File: src/rtl/stream_packetizer_if.sv
// rtl/stream_packetizer_if.sv - AXI-Stream link (tdata/tvalid/tready/tlast) used on both sides of stream_packetizer
interface stream_packetizer_if #(
  parameter int DATA_W = 16
);
  logic [DATA_W-1:0] tdata;
  logic              tvalid;
  logic              tready;
  logic              tlast;

  modport master (output tdata, output tvalid, output tlast, input tready);
  modport slave  (input tdata, input tvalid, input tlast, output tready);
endinterface

File: src/rtl/stream_packetizer.sv
// rtl/stream_packetizer.sv - frames a non-stallable sample stream into TLAST packets through a FIFO
// Optional STREAM_PACKETIZER_PKT_CNT_EN adds a 16-bit completed-packet counter output.
module stream_packetizer #(
  parameter int DATA_W     = 16,
  parameter int COUNT_W    = 25,
  parameter int FIFO_DEPTH = 16
) (
  input  logic                clk,
  input  logic                rst,
  input  logic                start,
  input  logic                stop,
  input  logic                continuous,
  input  logic [COUNT_W-1:0]  count,
  stream_packetizer_if.slave  s_axis,
  stream_packetizer_if.master m_axis,
  output logic                busy,
  output logic                overflow
`ifdef STREAM_PACKETIZER_PKT_CNT_EN
  ,
  output logic [15:0]         pkt_count
`endif
);
  localparam int AW = $clog2(FIFO_DEPTH);

  typedef enum logic [1:0] {IDLE, RUN, DRAIN} state_t;

  state_t             state;
  state_t             state_nxt;
  logic               run_en;
  logic [COUNT_W-1:0] cnt_lat;
  logic [COUNT_W-1:0] beat_cnt;
  logic [COUNT_W-1:0] beat_nxt;
  logic               cont_lat;
  logic               stop_seen;

  logic [DATA_W:0]    mem [FIFO_DEPTH];
  logic [AW:0]        wr_ptr;
  logic [AW:0]        rd_ptr;
  logic               empty;
  logic               full;

  logic               load;
  logic               pop;
  logic               wr_req;
  logic               bypass;
  logic               fifo_wr;
  logic               accept;
  logic               wr_last;
  logic               pkt_end;
  logic               pkt_again;
  logic               start_ok;

  logic               out_valid;
  logic               out_last;
  logic [DATA_W-1:0]  out_data;
  logic               unused_s_tlast;

  assign s_axis.tready  = 1'b1;
  assign unused_s_tlast = s_axis.tlast;

  assign empty    = (wr_ptr == rd_ptr);
  assign full     = (wr_ptr[AW] != rd_ptr[AW]) && (wr_ptr[AW-1:0] == rd_ptr[AW-1:0]);
  assign load     = m_axis.tready || !out_valid;
  assign pop      = load && !empty;
  assign wr_req   = run_en && s_axis.tvalid;
  // An empty FIFO with a free output register forwards the sample directly for one-cycle latency.
  assign bypass   = wr_req && empty && load;
  assign fifo_wr  = wr_req && !bypass && (!full || pop);
  assign accept   = bypass || fifo_wr;
  assign beat_nxt = beat_cnt + {{(COUNT_W-1){1'b0}}, 1'b1};
  assign wr_last  = (beat_nxt == cnt_lat);
  assign pkt_end  = accept && wr_last;
  assign pkt_again = cont_lat && !stop_seen && !stop;
  assign start_ok = start && (count != '0);

  always_ff @(posedge clk or posedge rst) begin
    if (rst) state <= IDLE;
    else     state <= state_nxt;
  end

  always_comb begin
    state_nxt = state;
    case (state)
      IDLE:    if (start_ok) state_nxt = RUN;
      RUN:     if (pkt_end && !pkt_again) state_nxt = DRAIN;
      DRAIN:   if (empty && !out_valid) state_nxt = IDLE;
      default: state_nxt = IDLE;
    endcase
  end

  always_comb begin
    busy   = (state != IDLE);
    run_en = (state == RUN);
  end

  always_ff @(posedge clk or posedge rst) begin
    if (rst) begin
      cnt_lat   <= '0;
      cont_lat  <= 1'b0;
      beat_cnt  <= '0;
      stop_seen <= 1'b0;
    end else if (state == IDLE) begin
      if (start_ok) begin
        cnt_lat   <= count;
        cont_lat  <= continuous;
        beat_cnt  <= '0;
        stop_seen <= 1'b0;
      end
    end else if (run_en) begin
      if (pkt_end) begin
        beat_cnt  <= '0;
        stop_seen <= 1'b0;
      end else begin
        if (accept) beat_cnt <= beat_nxt;
        if (cont_lat && stop) stop_seen <= 1'b1;
      end
    end
  end

  always_ff @(posedge clk) begin
    if (fifo_wr) mem[wr_ptr[AW-1:0]] <= {wr_last, s_axis.tdata};
  end

  always_ff @(posedge clk or posedge rst) begin
    if (rst) begin
      wr_ptr    <= '0;
      rd_ptr    <= '0;
      overflow  <= 1'b0;
      out_valid <= 1'b0;
      out_last  <= 1'b0;
      out_data  <= '0;
    end else begin
      if (fifo_wr) wr_ptr <= wr_ptr + (AW+1)'(1);
      if (pop)     rd_ptr <= rd_ptr + (AW+1)'(1);
      if (wr_req && !accept) overflow <= 1'b1;
      if (pop) begin
        {out_last, out_data} <= mem[rd_ptr[AW-1:0]];
        out_valid            <= 1'b1;
      end else if (bypass) begin
        out_data  <= s_axis.tdata;
        out_last  <= wr_last;
        out_valid <= 1'b1;
      end else if (m_axis.tready) begin
        out_valid <= 1'b0;
        out_last  <= 1'b0;
      end
    end
  end

  assign m_axis.tdata  = out_data;
  assign m_axis.tvalid = out_valid;
  assign m_axis.tlast  = out_last;

`ifdef STREAM_PACKETIZER_PKT_CNT_EN
  always_ff @(posedge clk or posedge rst) begin
    if (rst) pkt_count <= 16'd0;
    else if (out_valid && m_axis.tready && out_last) pkt_count <= pkt_count + 16'd1;
  end
`endif
endmodule
File: src/flat_wrapper.sv
// flat-port wrapper written by rule: the top's interface ports become plain ports
module stream_packetizer_flat 
#(
  parameter int DATA_W     = 16,
  parameter int COUNT_W    = 25,
  parameter int FIFO_DEPTH = 16
)
  (clk, rst, start, stop, continuous, count, busy, overflow, s_axis_tdata, s_axis_tvalid, s_axis_tlast, s_axis_tready, m_axis_tdata, m_axis_tvalid, m_axis_tlast, m_axis_tready);
  stream_packetizer_if #(.DATA_W(DATA_W)) s_axis_i ();
  stream_packetizer_if #(.DATA_W(DATA_W)) m_axis_i ();
  input  logic clk;
  input  logic rst;
  input  logic start;
  input  logic stop;
  input  logic continuous;
  input  logic [COUNT_W-1:0] count;
  output logic busy;
  output logic overflow;
  input wire logic [$bits(s_axis_i.tdata)-1:0] s_axis_tdata;
  input wire logic [$bits(s_axis_i.tvalid)-1:0] s_axis_tvalid;
  input wire logic [$bits(s_axis_i.tlast)-1:0] s_axis_tlast;
  output wire logic [$bits(s_axis_i.tready)-1:0] s_axis_tready;
  output wire logic [$bits(m_axis_i.tdata)-1:0] m_axis_tdata;
  output wire logic [$bits(m_axis_i.tvalid)-1:0] m_axis_tvalid;
  output wire logic [$bits(m_axis_i.tlast)-1:0] m_axis_tlast;
  input wire logic [$bits(m_axis_i.tready)-1:0] m_axis_tready;
  assign s_axis_i.tdata = s_axis_tdata;
  assign s_axis_i.tvalid = s_axis_tvalid;
  assign s_axis_i.tlast = s_axis_tlast;
  assign s_axis_tready = s_axis_i.tready;
  assign m_axis_tdata = m_axis_i.tdata;
  assign m_axis_tvalid = m_axis_i.tvalid;
  assign m_axis_tlast = m_axis_i.tlast;
  assign m_axis_i.tready = m_axis_tready;
  stream_packetizer #(.DATA_W(DATA_W), .COUNT_W(COUNT_W), .FIFO_DEPTH(FIFO_DEPTH)) u_core (.clk(clk), .rst(rst), .start(start), .stop(stop), .continuous(continuous), .count(count), .s_axis(s_axis_i), .m_axis(m_axis_i), .busy(busy), .overflow(overflow));
endmodule
File: config.mk
export PLATFORM = sky130hd
export DESIGN_NAME = stream_packetizer_flat
export DESIGN_NICKNAME = d
export VERILOG_FILES = /design/src/rtl/stream_packetizer_if.sv /design/src/rtl/stream_packetizer.sv /design/src/flat_wrapper.sv
export SDC_FILE = /design/constraint.sdc
export NUM_CORES = 1
export LEC_CHECK = 0
export CAP_MARGIN = 30
export CORE_AREA = 4 4 165 167
export CTS_BUF_LIST = sky130_fd_sc_hd__clkbuf_8
export DETAILED_ROUTE_END_ITERATION = 8
export DIE_AREA = 0 0 169 171
export PLACE_DENSITY_LB_ADDON = 0.12
export SYNTH_ARGS = -nofsm -noshare
export SYNTH_HDL_FRONTEND = slang
export SYNTH_SLANG_ARGS = --single-unit
File: constraint.sdc
create_clock -name clk -period 9.3 [get_ports clk]
set_clock_uncertainty 0.2 [all_clocks]
set_input_delay 0.93 -clock clk [delete_from_list [all_inputs] [get_ports clk]]
set_output_delay 0.93 -clock clk [all_outputs]
set_load 0.005 [all_outputs]
==> qor.json <==
{
  "status": "finished, final reports clean",
  "htree_levels": 2,
  "drtAntennaViolNets": 0,
  "fmax_mhz": 250,
  "core_area_um2": 25800,
  "cts_inserted_buffers": 56,
  "place.port_buffers": 67,
  "final_hold_viol_count": 0,
  "cts_tree": "yes",
  "cp.arrival_ps": 4250,
  "grt.overflow.total": 0,
  "max-vdd-ir-drop_mv": 0.184,
  "postSynth.asyncResetShare_pct": 23.4,
  "register_clock_pin_slew_on_the_reported_worst_setup_and_hold_paths_ps": 60,
  "initial_core_util_pct": 59.5,
  "synth_warnings": 0,
  "finalCriticalPeriod_ps": 4000,
  "postSynthNetCount": 1032,
  "grt_util_all_layers_pct": 24.3,
  "antenna_found_initial": 0,
  "worst-slew-pin-transition_ps": 813,
  "pin_count_of_the_biggest_net_entering_global_routing": 45,
  "slowest_stage": "nor4b_1",
  "wire_per_inst_um": 23.6,
  "synthDominantAreaCellType": "edfxtp_1",
  "post-route-cell-area_um2": 17600,
  "fp-row-count": 59,
  "end_kind": "flip-flop",
  "ctsResizeCount": 0,
  "drive_above_1_share_pct": 19.6,
  "detail_routed_via_count_per_cell": 6.10,
  "highest_fanout_seen_on_the_critical_path": 12,
  "timing_worst_setup_path_type": "reg -> reg",
  "n_antenna_cell": 0,
  "grt_setup_unrepaired": "false",
  "max-cap-violations": 0,
  "path_buf_inv": 1,
  "drc": 0,
  "cts_setup_buffers": 0,
  "postPlaceCellArea_um2": 16600,
  "ys_seq_elements": 355,
  "post_synth_num_cell_types": 62,
  "setup_tns_final_ps": 0,
  "final.period_utilization_pct": 43.0,
  "slew_viol_final": 0,
  "worstPathRequired_ps": 9550,
  "vias": 8876,
  "finalWirelength_mm": 34.3,
  "drt_pass1_iterations": 5,
  "fp.dieArea_um2": 28900,
  "min-delay-path-class": "reg -> reg",
  "crit_path_start_kind": "flip-flop",
  "finalSetupViolations": 0,
  "crit_path_cell_trace": "ha_1, nand3_1, nor3_1, xnor2_1, nor4b_1, nand4_1, nor3_2, buf_4, a211oi_1",
  "ios": 70,
  "fp.dieW_um": 169,
  "worst_skew_pair.late_latency_ps": 600,
  "grt_pass1_vias": 9067,
  "cell_with_the_most_instances_after_synthesis": "edfxtp_1",
  "dr.first_iter.drc_count": 743,
  "synth_area_per_cell_um2": 15.7,
  "synth_common_cells": "272 x edfxtp_1, 129 x nand2_1, 85 x mux4_2",
  "powerDensity_nw_per_um2": 260,
  "mappedNetlistArea_um2": 15300,
  "grt_pass1_wl_mm": 53.1,
  "layout-area-overhead-vs-synth_pct": 14.7,
  "max_stage_delay_ps": 630,
  "leakage_nw": 6.04,
  "die-height_um": 171,
  "synthDominantCellAreaShare_pct": 53.3,
  "whs_ps": 285,
  "numClockSinks": 355,
  "postCtsHoldBufs": 0,
  "synthesis.instances": 977,
  "clockRootBuffer": "clkbuf_8",
  "ys_top_cells_by_area": "edfxtp_1 53%, dfrtp_1 14%, mux4_2 12%",
  "cts-root-to-sink-buffers": 3,
  "final_wtd_congestion": 0.925,
  "slew-limit-headroom_pct": 45.3,
  "synth_edf_count": 272,
  "synth_seq_area_share_pct": 66.8,
  "synth_ff_type": "edfxtp_1",
  "hpwl_mm": 21.2,
  "finish.net_count": 1129,
  "final.fill_count": 1794,
  "cp_top_family": "simple AND/OR/NAND/NOR gates"
}
-- worst min-delay path: stages (launching register included) --
cell	delay (ps)
dfrtp_1	340
nand2_1	50
nand2_1	60
-- cells by family (layout without fill, tap and decap cells) --
family / count (synthesis) / count (layout) / synth area share (%)
mux: 106 / 106 / 13.9
other cells: 1 / 1 / 0.0245
flops: 355 / 355 / 66.8
xor+xnor: 63 / 63 / 3.78
fa+ha+maj: 6 / 6 / 0.490
compound gates: 86 / 86 / 3.85
buf+inv: 68 / 212 / 1.88
simple gates: 292 / 292 / 9.29
-- path summary, 6_finish.rpt --
path | from | endpoint | slack, ps | depth (start not counted)
max in group asynchronous | rst | u_core.rd_ptr[0] | 7520 | 4
hold / removal | u_core.cnt_lat[13] | u_core.cnt_lat[13] | 290 | 2
hold reg to reg | u_core.cnt_lat[13] | u_core.cnt_lat[13] | 290 | 2
setup / recovery | u_core.beat_cnt[0] | u_core.beat_cnt[23] | 5300 | 9
setup reg to reg | u_core.beat_cnt[0] | u_core.beat_cnt[23] | 5300 | 9
min in group asynchronous | rst | u_core.m_axis.tdata[11] | 410 | 2
-- per-layer routing --
| metal | GRT usage [%] | wire length, um | up-vias |
|---|---|---|---|
| met2 | 40.2 | 17200 | 294 |
| met4 | 8.58 | 927 | 0 |
| met3 | 4.30 | 1930 | 59 |
| met1 | 33.2 | 14300 | 4523 |
| li1 | - | - | 4000 |
| met5 | 0 | 0 | - |
-- final cells by class --
class | instances | area [um2] | share of cell area, %
repair buffers | 96 | 968 | 5.51
flip-flops and latches | 355 | 10200 | 58.3
multi-input cells | 554 | 4870 | 27.7
inverters | 11 | 43.8 | 0.249
clock buffers | 57 | 785 | 4.46
well taps | 335 | 419 | 2.38
clock inverters | 48 | 244 | 1.39
-- registers in the layout (all words and copies together), names as in the netlist --
signal	count
u_core.beat_cnt	25
u_core.wr_ptr	5
u_core.stop_seen	1
u_core.m_axis.tvalid	1
u_core.overflow	1
u_core.rd_ptr	5
u_core.cnt_lat	25
u_core.mem	272
u_core.state	2
u_core.m_axis.tdata	16
u_core.m_axis.tlast	1
u_core.cont_lat	1
-- cells in the final DEF (no fill, tap or decap), types with 10 or more instances in the layout --
master and count:
nand3_1 26, clkdlybuf4s50_1 67, xor2_1 24, inv_1 28, clkinv_1 17, clkinv_2 10
mux2i_1 18, nor2_2 11, a211oi_1 17, buf_4 25, xnor2_1 37, clkbuf_8 57
mux4_2 85, nor3_1 15, dfrtp_1 81, nand4_1 16, nor4_1 18, nor2_1 22
nand2_1 129, edfxtp_1 272, o21ai_0 29
-- per-stage QoR --
step | instances | power [mW] | utilization, % | worst slack [ps]
detailed placement | 1351 | 3.41 | 64.3 | 4920
floorplan | 977 | 2.95 | - | 5660
CTS | 1456 | 4.62 | 68.3 | 5280
global route | 1456 | 4.81 | 68.3 | 5020
finish | 1456 | 4.57 | 68.3 | 5300
global placement | 1347 | 3.36 | 63.8 | 5060
-- where the power goes --
part	internal [mW]	switching [mW]
clock	0.604	0.598
combinational	0.673	0.596
sequential	1.93	0.169
total	3.20	1.36
Power figures use the tool's default switching activity.
